<file path="config.mk">
export PLATFORM = sky130hd
export DESIGN_NAME = cdb_arbiter
export DESIGN_NICKNAME = d
export VERILOG_FILES = /design/src/rtl/cpu_pkg.sv /design/src/rtl/cdb_fifo.sv /design/src/rtl/cdb_arbiter.sv
export SDC_FILE = /design/constraint.sdc
export NUM_CORES = 1
export LEC_CHECK = 0
export BUFFER_PORTS_ARGS = -buffer_cell sky130_fd_sc_hd__buf_4
export CAP_MARGIN = 30
export CORE_ASPECT_RATIO = 1.4
export CORE_MARGIN = 3
export CORE_UTILIZATION = 50
export CTS_CLUSTER_SIZE = 28
export DETAILED_ROUTE_END_ITERATION = 10
export PLACE_DENSITY = 0.71
export REMOVE_ABC_BUFFERS = 1
export SYNTH_ARGS = -nofsm -noshare
export SYNTH_HDL_FRONTEND = slang
export SYNTH_HIERARCHICAL = 1
export SYNTH_SLANG_ARGS = --single-unit
</file>
<file path="constraint.sdc">
create_clock -name clockIn -period 9.8 [get_ports clockIn]
set_clock_uncertainty 0.2 [all_clocks]
set_input_delay 0 -clock clockIn [delete_from_list [all_inputs] [get_ports clockIn]]
set_output_delay 0 -clock clockIn [all_outputs]
set_load 0.05 [all_outputs]
</file>
<file path="src/rtl/cpu_pkg.sv">
// Shared CPU definitions: ROB tag width default, CDB source indices, CDB entry layout.
package cpu_pkg;

    localparam int DEFAULT_ROB_WIDTH = 4;
    localparam int VAL_WIDTH         = 32;

    // CDB source indices (producer slot on the arbiter)
    localparam int SRC_ALU = 0;
    localparam int SRC_LSB = 1;
    localparam int SRC_BR  = 2;

    // CDB entry layout: value in the upper bits, ROB destination tag in the lower bits
    typedef struct packed {
        logic [VAL_WIDTH-1:0]         val;
        logic [DEFAULT_ROB_WIDTH-1:0] dest;
    } cdbEntry_t;

    function automatic int entryWidth(input int robWidth);
        return VAL_WIDTH + robWidth;
    endfunction

endpackage

</file>
<file path="src/rtl/cdb_fifo.sv">
// Small per-producer FIFO feeding the CDB arbiter. Count register drives full/empty;
// flush empties it and beats any same-cycle push or pop.
module cdb_fifo
    import cpu_pkg::*;
#(
    parameter int WIDTH = entryWidth(DEFAULT_ROB_WIDTH),
    parameter int DEPTH = 2
) (
    input  logic             clockIn,
    input  logic             resetIn,
    input  logic             push,
    input  logic             pop,
    input  logic             flush,
    input  logic [WIDTH-1:0] din,
    output logic [WIDTH-1:0] dout,
    output logic             empty,
    output logic             full
);

    localparam int PTR_W = $clog2(DEPTH);

    logic [WIDTH-1:0] mem [DEPTH];
    logic [PTR_W-1:0] rdPtr;
    logic [PTR_W-1:0] wrPtr;
    logic [PTR_W:0]   count;
    logic             doPush;
    logic             doPop;

    // A pop in the same cycle does not make room for a push into a full FIFO,
    // so push qualification looks only at the registered count.
    assign full   = (count == (PTR_W+1)'(DEPTH));
    assign empty  = (count == '0);
    assign doPush = push & ~full & ~flush;
    assign doPop  = pop & ~empty & ~flush;
    assign dout   = mem[rdPtr];

    // Storage array; written only on an accepted push.
    always_ff @(posedge clockIn) begin
        if (doPush) begin
            mem[wrPtr] <= din;
        end
    end

    // Pointer and occupancy bookkeeping; pointers wrap naturally at DEPTH.
    always_ff @(posedge clockIn or negedge resetIn) begin
        if (!resetIn) begin
            rdPtr <= '0;
            wrPtr <= '0;
            count <= '0;
        end else if (flush) begin
            rdPtr <= '0;
            wrPtr <= '0;
            count <= '0;
        end else begin
            if (doPush) begin
                wrPtr <= wrPtr + 1'b1;
            end
            if (doPop) begin
                rdPtr <= rdPtr + 1'b1;
            end
            case ({doPush, doPop})
                2'b10:   count <= count + 1'b1;
                2'b01:   count <= count - 1'b1;
                default: count <= count;
            endcase
        end
    end

endmodule

</file>
<file path="src/rtl/cdb_arbiter.sv">
// Common data bus arbiter: one FIFO per producer, round-robin pop of one entry per
// cycle, registered broadcast. No bypass: a pushed entry is visible one edge later at best.
module cdb_arbiter
    import cpu_pkg::*;
#(
    parameter int ROB_WIDTH  = DEFAULT_ROB_WIDTH,
    parameter int NUM_REQ    = 3,
    parameter int FIFO_DEPTH = 2,
    localparam int SRC_W     = (NUM_REQ > 1) ? $clog2(NUM_REQ) : 1
) (
    input  logic                         clockIn,
    input  logic                         resetIn,
    input  logic                         readyIn,
    input  logic                         flushIn,
    input  logic [NUM_REQ-1:0]           reqFlag,
    input  logic [NUM_REQ*32-1:0]        reqVal,
    input  logic [NUM_REQ*ROB_WIDTH-1:0] reqDest,
    output logic [NUM_REQ-1:0]           reqFull,
    output logic                         cdbFlag,
    output logic [31:0]                  cdbVal,
    output logic [ROB_WIDTH-1:0]         cdbDest,
    output logic [SRC_W-1:0]             cdbSrc
);

    localparam int ENTRY_W = VAL_WIDTH + ROB_WIDTH;

    logic [NUM_REQ-1:0] fifoEmpty;
    logic [NUM_REQ-1:0] fifoFull;
    logic [ENTRY_W-1:0] fifoHead [NUM_REQ];
    logic [SRC_W-1:0]   rrPtr;
    logic [SRC_W-1:0]   winIdx;
    logic               anyValid;
    logic [ENTRY_W-1:0] winHead;

    assign reqFull = fifoFull;
    assign winHead = fifoHead[winIdx];

    for (genvar g = 0; g < NUM_REQ; g++) begin : gFifo
        logic pushEn;
        logic popEn;

        assign pushEn = readyIn & reqFlag[g];
        assign popEn  = readyIn & anyValid & (winIdx == SRC_W'(g));

        cdb_fifo #(
            .WIDTH (ENTRY_W),
            .DEPTH (FIFO_DEPTH)
        ) uFifo (
            .clockIn (clockIn),
            .resetIn (resetIn),
            .push    (pushEn),
            .pop     (popEn),
            .flush   (flushIn),
            .din     ({reqVal[32*g +: 32], reqDest[ROB_WIDTH*g +: ROB_WIDTH]}),
            .dout    (fifoHead[g]),
            .empty   (fifoEmpty[g]),
            .full    (fifoFull[g])
        );
    end

    // Round-robin search starting one past the last winner; first non-empty FIFO wins.
    always_comb begin
        int cand;
        anyValid = 1'b0;
        winIdx   = '0;
        cand     = 0;
        for (int k = 1; k <= NUM_REQ; k++) begin
            cand = int'(rrPtr) + k;
            if (cand >= NUM_REQ) begin
                cand = cand - NUM_REQ;
            end
            if (!anyValid && !fifoEmpty[SRC_W'(cand)]) begin
                anyValid = 1'b1;
                winIdx   = SRC_W'(cand);
            end
        end
    end

    // Registered broadcast and priority pointer; data holds while no entry is broadcast.
    always_ff @(posedge clockIn or negedge resetIn) begin
        if (!resetIn) begin
            rrPtr   <= SRC_W'(NUM_REQ - 1);
            cdbFlag <= 1'b0;
            cdbVal  <= '0;
            cdbDest <= '0;
            cdbSrc  <= '0;
        end else if (flushIn) begin
            cdbFlag <= 1'b0;
        end else if (readyIn) begin
            cdbFlag <= anyValid;
            if (anyValid) begin
                rrPtr   <= winIdx;
                cdbVal  <= winHead[ENTRY_W-1 -: 32];
                cdbDest <= winHead[ROB_WIDTH-1:0];
                cdbSrc  <= winIdx;
            end
        end
    end

endmodule

</file>
* Yosys cells after proc, flatten, opt, wreduce, memory -nomap -nowiden *
Memories as Yosys holds them, arrays and structs flattened.
Cells that the tools add are included.

cells by class
  $lt $le $gt $ge = 7
  bitwise gates (word level) = 27
  equality and inequality tests = 11
  mux-type cells = 47
  reduce and logical (&&, ||, !) cells = 20
  add/sub/neg operators = 18

operator list
  kind                 number
  $bmux 36 s2          1
  $mux 36              2
  $mux 1               29
  $and 1x1->1          19
  $mux 2               9
  $eq 2x2->1 const B   7
  $reduce_bool 2->1    7
  $lt 2x4->1 const B   3
  $pmux 2 s2           3
  $ge 3x2->1 const B   3
  $reduce_bool 3->1    3
  $eq 2x1->1 const B   4
  $logic_not 2->1      4
  $not 1->1            7
  $add 1x1->1 const B  6
  $add 2x1->2 const B  3
  $add 2x2->3 const B  2
  $bmux 1 s2           3
  $sub 2x1->2 const B  3
  $sub 2x2->2 const B  3
  $add 2x1->3 const B  1
  $ge 3x3->1 const B   1
  $logic_not 1->1      3
  $not 2->3            1
  2 further kinds      3

storage, ports and cells
  RAM bits = 216
  logic and storage cells = 147
  register bits = 53
  output and inout bits = 42
  memories = 3
  input port bits = 115

memory list
  memory              depth  width  read ports  clocked after memory_dff  wr ports  line            text
  gFifo[0].uFifo.mem  2      36     1           0                         1         cdb_fifo.sv:22  logic [WIDTH-1:0] mem [DEPTH];
  gFifo[1].uFifo.mem  2      36     1           0                         1         cdb_fifo.sv:22
  gFifo[2].uFifo.mem  2      36     1           0                         1         cdb_fifo.sv:22

* Logic depth before layout (Yosys ltp) *
Gate-level depths: netlist of run 1.

  depth after elaboration = 19
  mapped depth = 12
  mapped depth without buffers = 10

* By module *
The synthesis of run 1 kept the hierarchy.

by module, submodules not included
  module                         area an instance (µm²)  cells each  sequential area each (µm²)  times used
  cdb_fifo (gFifo[1].uFifo ...)  2806.4                  137         2262.2                      2
  cdb_arbiter                    2865.2                  274         1002.2                      1
  cdb_fifo (gFifo[0].uFifo)      2820.2                  138         2262.2                      1

* Worst setup path after synthesis of run 1 *
Ideal clock, no wire load.

  kind = register -> register
  start = reg gFifo[0].uFifo.count[0]
  end = mem gFifo[0].uFifo/mem[1][0] in the netlist's numbering, enable pin
  arrival time = 3303 ps
  clock period less this slack = 3985 ps
  setup slack = 5815 ps
  stages on the path, launching flop included = 4
  path through = dfrtp_1 -> nand2b_2 -> nand2_1 -> nor3b_1

between the ends
  cells in the longest elaborated chain, start to end = 6

RTL lines
  item                          line            text
  from (decl)                   cdb_fifo.sv:25  logic [PTR_W:0] count;
  from (signal assigned)        cdb_fifo.sv:62  2'b10: count <= count + 1'b1;
  from (signal assigned)        cdb_fifo.sv:63  2'b01: count <= count - 1'b1;
  from (signal assigned)        cdb_fifo.sv:64  default: count <= count;
  $eq 2x2->1                    cdb_fifo.sv:31  assign full = (count == (PTR_W+1)'(DEPTH));
  $not 1->1                     cdb_fifo.sv:33  assign doPush = push & ~full & ~flush;
  $and 1x1->1 (2 in series)     cdb_fifo.sv:33
  $mux 1                        cdb_fifo.sv:39  if (doPush) begin
  $mux 1 (not written as such)  cdb_fifo.sv:40  mem[wrPtr] <= din;
  to (decl)                     cdb_fifo.sv:22

Every way passes these cells.

==> results_dict.tcl, run 1 <==
set metrics [dict create \
    rsz0062_at_grt "false" \
    wl_met3_mm 1.19 \
    power.switching_mw 1.55 \
    crit_arrival_ps 4020 \
    rows 64 \
    netSwitchingFraction_pct 37.9 \
    pwr_density_cell_nw_per_um2 272 \
    floorplan.initialDensity_pct 51.3 \
    route.detailed.drc 0 \
    p_clk_share_pct 24.4 \
    grt_pass1_wl_mm 41.4 \
    synthFlopType "edfxtp_1" \
    fillerInstances 1482 \
    wl_met1_mm 10.1 \
    yosys_warnings 6 \
    ys_ff_latch 268 \
    worst_hold_path_type "in2reg" \
    fin_crit_sh_pct 38.6 \
    fp.dieH_um 184 \
    critical_path_required_ps 10030 \
    core_area_um2 22000 \
    grt-ovfl-total 0 \
    finalSetupViolations 0 \
    fmax_mhz 264 \
    io_buffer_count 156 \
    dpl-instance-area_um2 12800 \
    synthArstFlopShare_pct 19.4 \
    drt_wl_total_mm 26.9 \
    tns_ps 0 \
    die-area_um2 24500 \
    internal_power_mw 2.53 \
    syn-cell-area_um2 11300 \
    seqPwrFrac_pct 35.0 \
    fin_util_pct 68.0 \
    cts_buffer_depth 3 \
    outcome "complete, no violations" \
    crit_path_max_fanout 37 \
    worst_hold_slack_ps 17.0 \
    grt_max_degree 52 \
    top_layer_used "met4" \
    period_minus_slack_ps 3780 \
    grt_pass1_vias 7739 \
    dp_hpwl_mm 16.2 \
    firstDrtPassIters 4 \
    synth_edf_count 216 \
    synth_top_area_share_pct 57.4 \
    syn_inst 686 \
    drv_slew 0 \
    area_growth_pct 32.6 \
    maxCapViolations 0 \
    htree_levels 1 \
    postCtsSetupBuffers 0 \
    synthTopCellsByArea "edfxtp_1 57%, dfrtp_1 11%, mux2_2 11%" \
    antenna_found_initial 0 \
    synth_area_leader_cell "edfxtp_1" \
    cts_tree "yes" \
    seq_area_frac_synth_pct 68.9 \
    fin_nets 1087 \
    synth.avg_cell_area_um2 16.5 \
    setup.worst_path.end_class "register" \
    cts_root_buf "clkbuf_16" \
    grt_util_all_layers_pct 21.6 \
    start_kind "register" \
    cts_repair_resize_count 0 \
    drt_iter0_drc 354 \
    vias_per_cell 5.53 \
    relSlewSlack_pct 30.9 \
    p_leak_nw 5.52 \
    tightest_slew_ps 1040 \
    die_x_um 133 \
    path_clk_slew_ps 70 \
    drive_above_1_share_pct 38.1 \
    clk-insertion-delay-late_ps 510 \
    ios 157 \
    wl_met2_mm 15.1 \
    criticalPathCategory "reg2reg" \
    synth_cell_types 48 \
    routedWlPerCell_um 21.0 \
    peakVddDrop_v 0.000208 \
    routabilityCongestion 0.802 \
    vias 7106 \
    hold_viol_final 0 \
    final_common_cell "edfxtp_1" \
    final_cell_mix "216 x edfxtp_1, 168 x buf_4, 123 x dlygate4sd3_1" \
    rrSetupSlack_ps 6020 \
    postRouteAntennaNets 0 \
    cts_sinks 268 \
    pwr-share-comb_pct 40.5 \
    final_area_um2 15000 \
    numCtsBuffers 25 \
]
-- routing by layer --
| layer | global-route usage [%] | vias up |
|---|---|---|
| met5 | 0 | - |
| met1 | 25.4 | 3611 |
| met2 | 40.9 | 208 |
| li1 | - | 3248 |
| met4 | 6.28 | 0 |
| met3 | 2.79 | 39 |
-- layout make-up --
type | count | area (um2) | area share [%]
Sequential cell | 268 | 7790 | 52.0
Tap cell | 297 | 372 | 2.48
Timing Repair Buffer | 297 | 2630 | 17.5
Clock inverter | 5 | 75.1 | 0.501
Inverter | 11 | 41.3 | 0.276
Clock buffer | 40 | 783 | 5.23
Antenna cell | 2 | 5.00 | 0.0334
Multi-Input combinational cell | 365 | 3290 | 21.9
-- worst paths after layout --
| kind | to | depth (start not counted) | start |
|---|---|---|---|
| setup / recovery | gFifo[2].uFifo/rdPtr | 11 | cdbSrc[0] |
| hold / removal | gFifo[1].uFifo/mem[1][26] | 2 | reqVal[54] |
| setup reg to reg | gFifo[2].uFifo/rdPtr | 11 | cdbSrc[0] |
| hold reg to reg | cdbVal[25] | 2 | cdbVal[25] |
| max in group asynchronous | cdbDest[2] | 4 | resetIn |
| min in group asynchronous | rrPtr[1] | 3 | resetIn |
-- cells by family (layout without fill, tap and decap cells) --
kind of cell               after synthesis  in the layout  synth area share [%]
DFF                                    268            268                  68.9
muxes                                  149            149                  14.5
buffers and inverters                   53            353                  2.70
xor gates and xnor gates                 3              3                 0.233
AOI/OAI and AO/OA                      114            114                  9.03
other                                    0              2                     0
adders and majority gates                4              4                 0.443
and+or+nand+nor                         95             95                  4.20
-- worst max-delay path, stage by stage (launching register included) --
cell and delay [ps]:
dfrtp_1 480, inv_1 210, ha_1 600, mux2_4 370
nor2_1 230, o32a_2 230, buf_12 250, nor2_1 100
nor3b_1 510, o21ai_0 220, xor2_1 180, nor2_1 120
-- synthesized netlist by cell type, drive strengths merged, types with 6 or more instances --
master and number:
mux2i 38, o21ai 8, a21o 6, mux2 111, edfxtp 216, nor2 16
nand2b 6, inv 11, buf 36, nor3b 7, nand2 41, clkbuf 6
o2111ai 37, dfrtp 51, o211ai 40, a21oi 13
-- power by group through the flow --
stage,logic (mW),registers [mW],clock network (mW)
6_report,1.65,1.43,0.995
5_1_grt,1.74,1.44,1.05
4_1_cts,1.62,1.43,1.01
3_5_place_dp,1.58,1.45,0
3_3_place_gp,1.48,1.46,0
2_1_floorplan,0.858,1.67,0
-- registers in the layout (all words and copies together) (netlist names), 2 cells and up --
signal and cells:
gFifo.uFifo/rdPtr 3, cdbSrc 2, cdbVal 32, gFifo.uFifo/mem 216, gFifo.uFifo/count 6, gFifo.uFifo/wrPtr 3, cdbDest 4
-- per-stage QoR --
step	std cells	setup slack (ps)	power (mW)
finish	1285	6020	4.07
global route	1283	5770	4.23
CTS	1280	5550	4.07
detailed placement	1111	5580	3.03
global placement	1109	5740	2.94
floorplan	644	4290	2.53
-- timing repair --
item | 4_1_cts | 5_1_grt
hold buffers | 124 | 0
setup endpoints to repair | 0 | 0
hold endpoints to repair | 295 | 0
(Power assumes the default switching activity.)
==> run 2, diff against run 1 <==
--- a/config.mk
+++ b/config.mk
@@ -12,7 +12,7 @@
 export CORE_UTILIZATION = 50
 export CTS_CLUSTER_SIZE = 28
 export DETAILED_ROUTE_END_ITERATION = 10
-export PLACE_DENSITY = 0.71
+export PLACE_DENSITY = 0.74
 export REMOVE_ABC_BUFFERS = 1
 export SYNTH_ARGS = -nofsm -noshare
 export SYNTH_HDL_FRONTEND = slang
==> constraint.sdc (replaced) <==
create_clock -name clockIn -period 3.4 [get_ports clockIn]
set_clock_uncertainty 0.2 [all_clocks]
set_input_delay 0 -clock clockIn [delete_from_list [all_inputs] [get_ports clockIn]]
set_output_delay 0 -clock clockIn [all_outputs]
set_load 0.05 [all_outputs]
==> run 2 against run 1 <==
Largest power group unchanged. Utilization shrank 0.25 points. Die area stayed put. Clock power rose to 2.7 times the previous value. Global-route usage is 1.0 points higher. Critical path type unchanged. Clock-buffer cell count fell by 7.
==> results_dict.tcl, run 2 (synthesized netlist as in run 1, its figures left out) <==
set metrics [dict create \
    stdcell_count 1292 \
    start_kind "register" \
    rows 64 \
    worst_hold_path_type "in2reg" \
    htree_levels 1 \
    tightest_slew_ps 932 \
    p_leak_nw 5.52 \
    drt_wl_total_mm 28.1 \
    p_clk_share_pct 22.7 \
    antenna_found_initial 0 \
    cts_tree "yes" \
    timing.rr.end "gFifo[1].uFifo/rdPtr" \
    largest_reg_flops 216 \
    r2r_start "cdbSrc[0]" \
    crit_path_frequent_cell "nor2_1" \
    routedWlPerCell_um 21.7 \
    grt-ovfl-total 0 \
    floorplan.initialDensity_pct 51.3 \
    cp_slowest_cell "ha_2" \
    grt_util_all_layers_pct 22.6 \
    crit_arrival_ps 3440 \
    total_power_mw 11.6 \
    numCtsBuffers 25 \
    cts_buffer_depth 3 \
    dp_hpwl_mm 17.8 \
    fmax_mhz 307 \
    seqPwrFrac_pct 35.2 \
    cpPeakStageDelay_ps 530 \
    grt_pass1_vias 8024 \
    ios 157 \
    fp.dieH_um 184 \
    netSwitchingFraction_pct 38.8 \
    path_clk_slew_ps 60 \
    wl_met1_mm 10.5 \
    route.detailed.drc 0 \
    reg_top3 "gFifo.uFifo/mem (216), cdbVal (32), gFifo.uFifo/count (6)" \
    drv_slew 0 \
    setup.worst_path.end_class "register" \
    die_x_um 133 \
    drt_iter0_drc 442 \
    num_antenna_cells 0 \
    rrSetupSlack_ps 150 \
    final_cell_mix "216 x edfxtp_1, 182 x buf_4, 120 x dlygate4sd3_1" \
    pwr-share-comb_pct 42.0 \
    criticalPathCategory "reg2reg" \
    hold_viol_final 0 \
    grt_pass1_wl_mm 43.2 \
    finalSetupViolations 0 \
    power.switching_mw 4.52 \
    area_growth_pct 32.1 \
    crit_chain "inv_1 -> ha_2 -> mux2_4 -> nor2_1 -> a21oi_4 -> or2_2 -> nor2_2 -> o21ai_0 -> xor2_1 -> nor2_1" \
    wl_met3_mm 1.18 \
    critical_path_required_ps 3580 \
    rr_worst_depth 10 \
    vias 7295 \
    fin_nets 1096 \
    endpoint "gFifo[1].uFifo/rdPtr" \
    internal_power_mw 7.13 \
    io_buffer_count 156 \
    period_minus_slack_ps 3250 \
    pwr_density_cell_nw_per_um2 780 \
    grt_max_degree 52 \
    top_layer_used "met4" \
    rsz0062_at_grt "false" \
    crit_path_max_fanout 14 \
    regMostFlops "gFifo.uFifo/mem" \
    vias_per_cell 5.65 \
    final_common_cell "edfxtp_1" \
    peakVddDrop_v 0.000703 \
    outcome "complete, no violations" \
    drive_above_1_share_pct 38.8 \
    postRouteAntennaNets 0 \
    fin_crit_sh_pct 95.7 \
    core_area_um2 22000 \
    startpoint "cdbSrc[0]" \
    cts_sinks 268 \
    firstDrtPassIters 5 \
    dp.cells 1122 \
    routabilityCongestion 0.818 \
    fillerInstances 1472 \
    die-area_um2 24500 \
    wl_met2_mm 15.5 \
    maxCapViolations 0 \
    relSlewSlack_pct 37.8 \
    clk-insertion-delay-late_ps 510 \
    cts_root_buf "clkbuf_16" \
]
[run 2: changes by cell type in the layout (fill, tap and decap cells not counted), sizes merged]
cell / previous run / this run
buf: 174 / 186
clkbuf: 40 / 33
diode: 2 / 0
clkinv: 2 / 10
inv: 12 / 11
dlygate4sd3: 123 / 120
[run 2: through the flow]
stage          hold WS (ps)  cell area (um2)  setup TNS (ps)  worst slack, ps  util, %
2_1_floorplan          -496            11000         -187070            -2110        -
3_3_place_gp           -102            12800               0              302     58.3
3_5_place_dp          -89.4            12900               0             85.4     58.5
4_1_cts               0.400            14900               0             18.7     67.6
5_1_grt                4.84            14900               0             78.5     67.8
6_report               18.1            14900               0              146     67.8
[run 2: final cells by class]
class	instances	area (um2)	share of cell area (%)
inverter	11	41.3	0.277
clock buffer	33	666	4.46
multi-input combinational	365	3300	22.1
tap	297	372	2.49
timing repair buffer	306	2660	17.8
sequential	268	7790	52.2
clock inverter	12	103	0.687
[run 2: how the worst min path moves through the flow]
stage,startpoint,endpoint,cells past startpoint
floorplan,resetIn,cdbDest[0],0
global placement,resetIn,cdbVal[13],1
detailed placement,resetIn,cdbVal[13],1
CTS,reqVal[57],gFifo[1].uFifo/mem[0][29],2
global route,reqVal[63],gFifo[1].uFifo/mem[1][35],2
finish,reqVal[57],gFifo[1].uFifo/mem[0][29],2
[run 2: worst max-delay path, delay by kind of cell (launching register included)]
kind	cells	cell delay [ps]
compound gates	2	260
xor+xnor	1	170
fa+ha+maj	1	530
buf+inv	1	210
flops	1	500
mux	1	350
simple gates	4	910
[run 2: routing by layer]
metal	up-vias	global-route usage (%)
met5	-	0
met4	0	8.03
met3	63	2.93
met2	252	42.6
met1	3713	26.3
li1	3267	-
[run 2: repair_timing]
action | CTS | global route
resized for setup | 0 | 4
endpoints found under the hold margin | 297 | 0
endpoints found under the setup margin | 0 | 12
hold buffers | 121 | 0
setup buffers | 0 | 4
[run 2: power by group through the flow]
| stage | Clock [mW] | Sequential, mW | Combinational [mW] |
|---|---|---|---|
| 2_1_floorplan | 0 | 4.81 | 1.96 |
| 3_3_place_gp | 0 | 4.20 | 4.49 |
| 3_5_place_dp | 0 | 4.17 | 4.63 |
| 4_1_cts | 2.69 | 4.11 | 4.77 |
| 5_1_grt | 2.84 | 4.13 | 5.15 |
| 6_report | 2.65 | 4.11 | 4.90 |
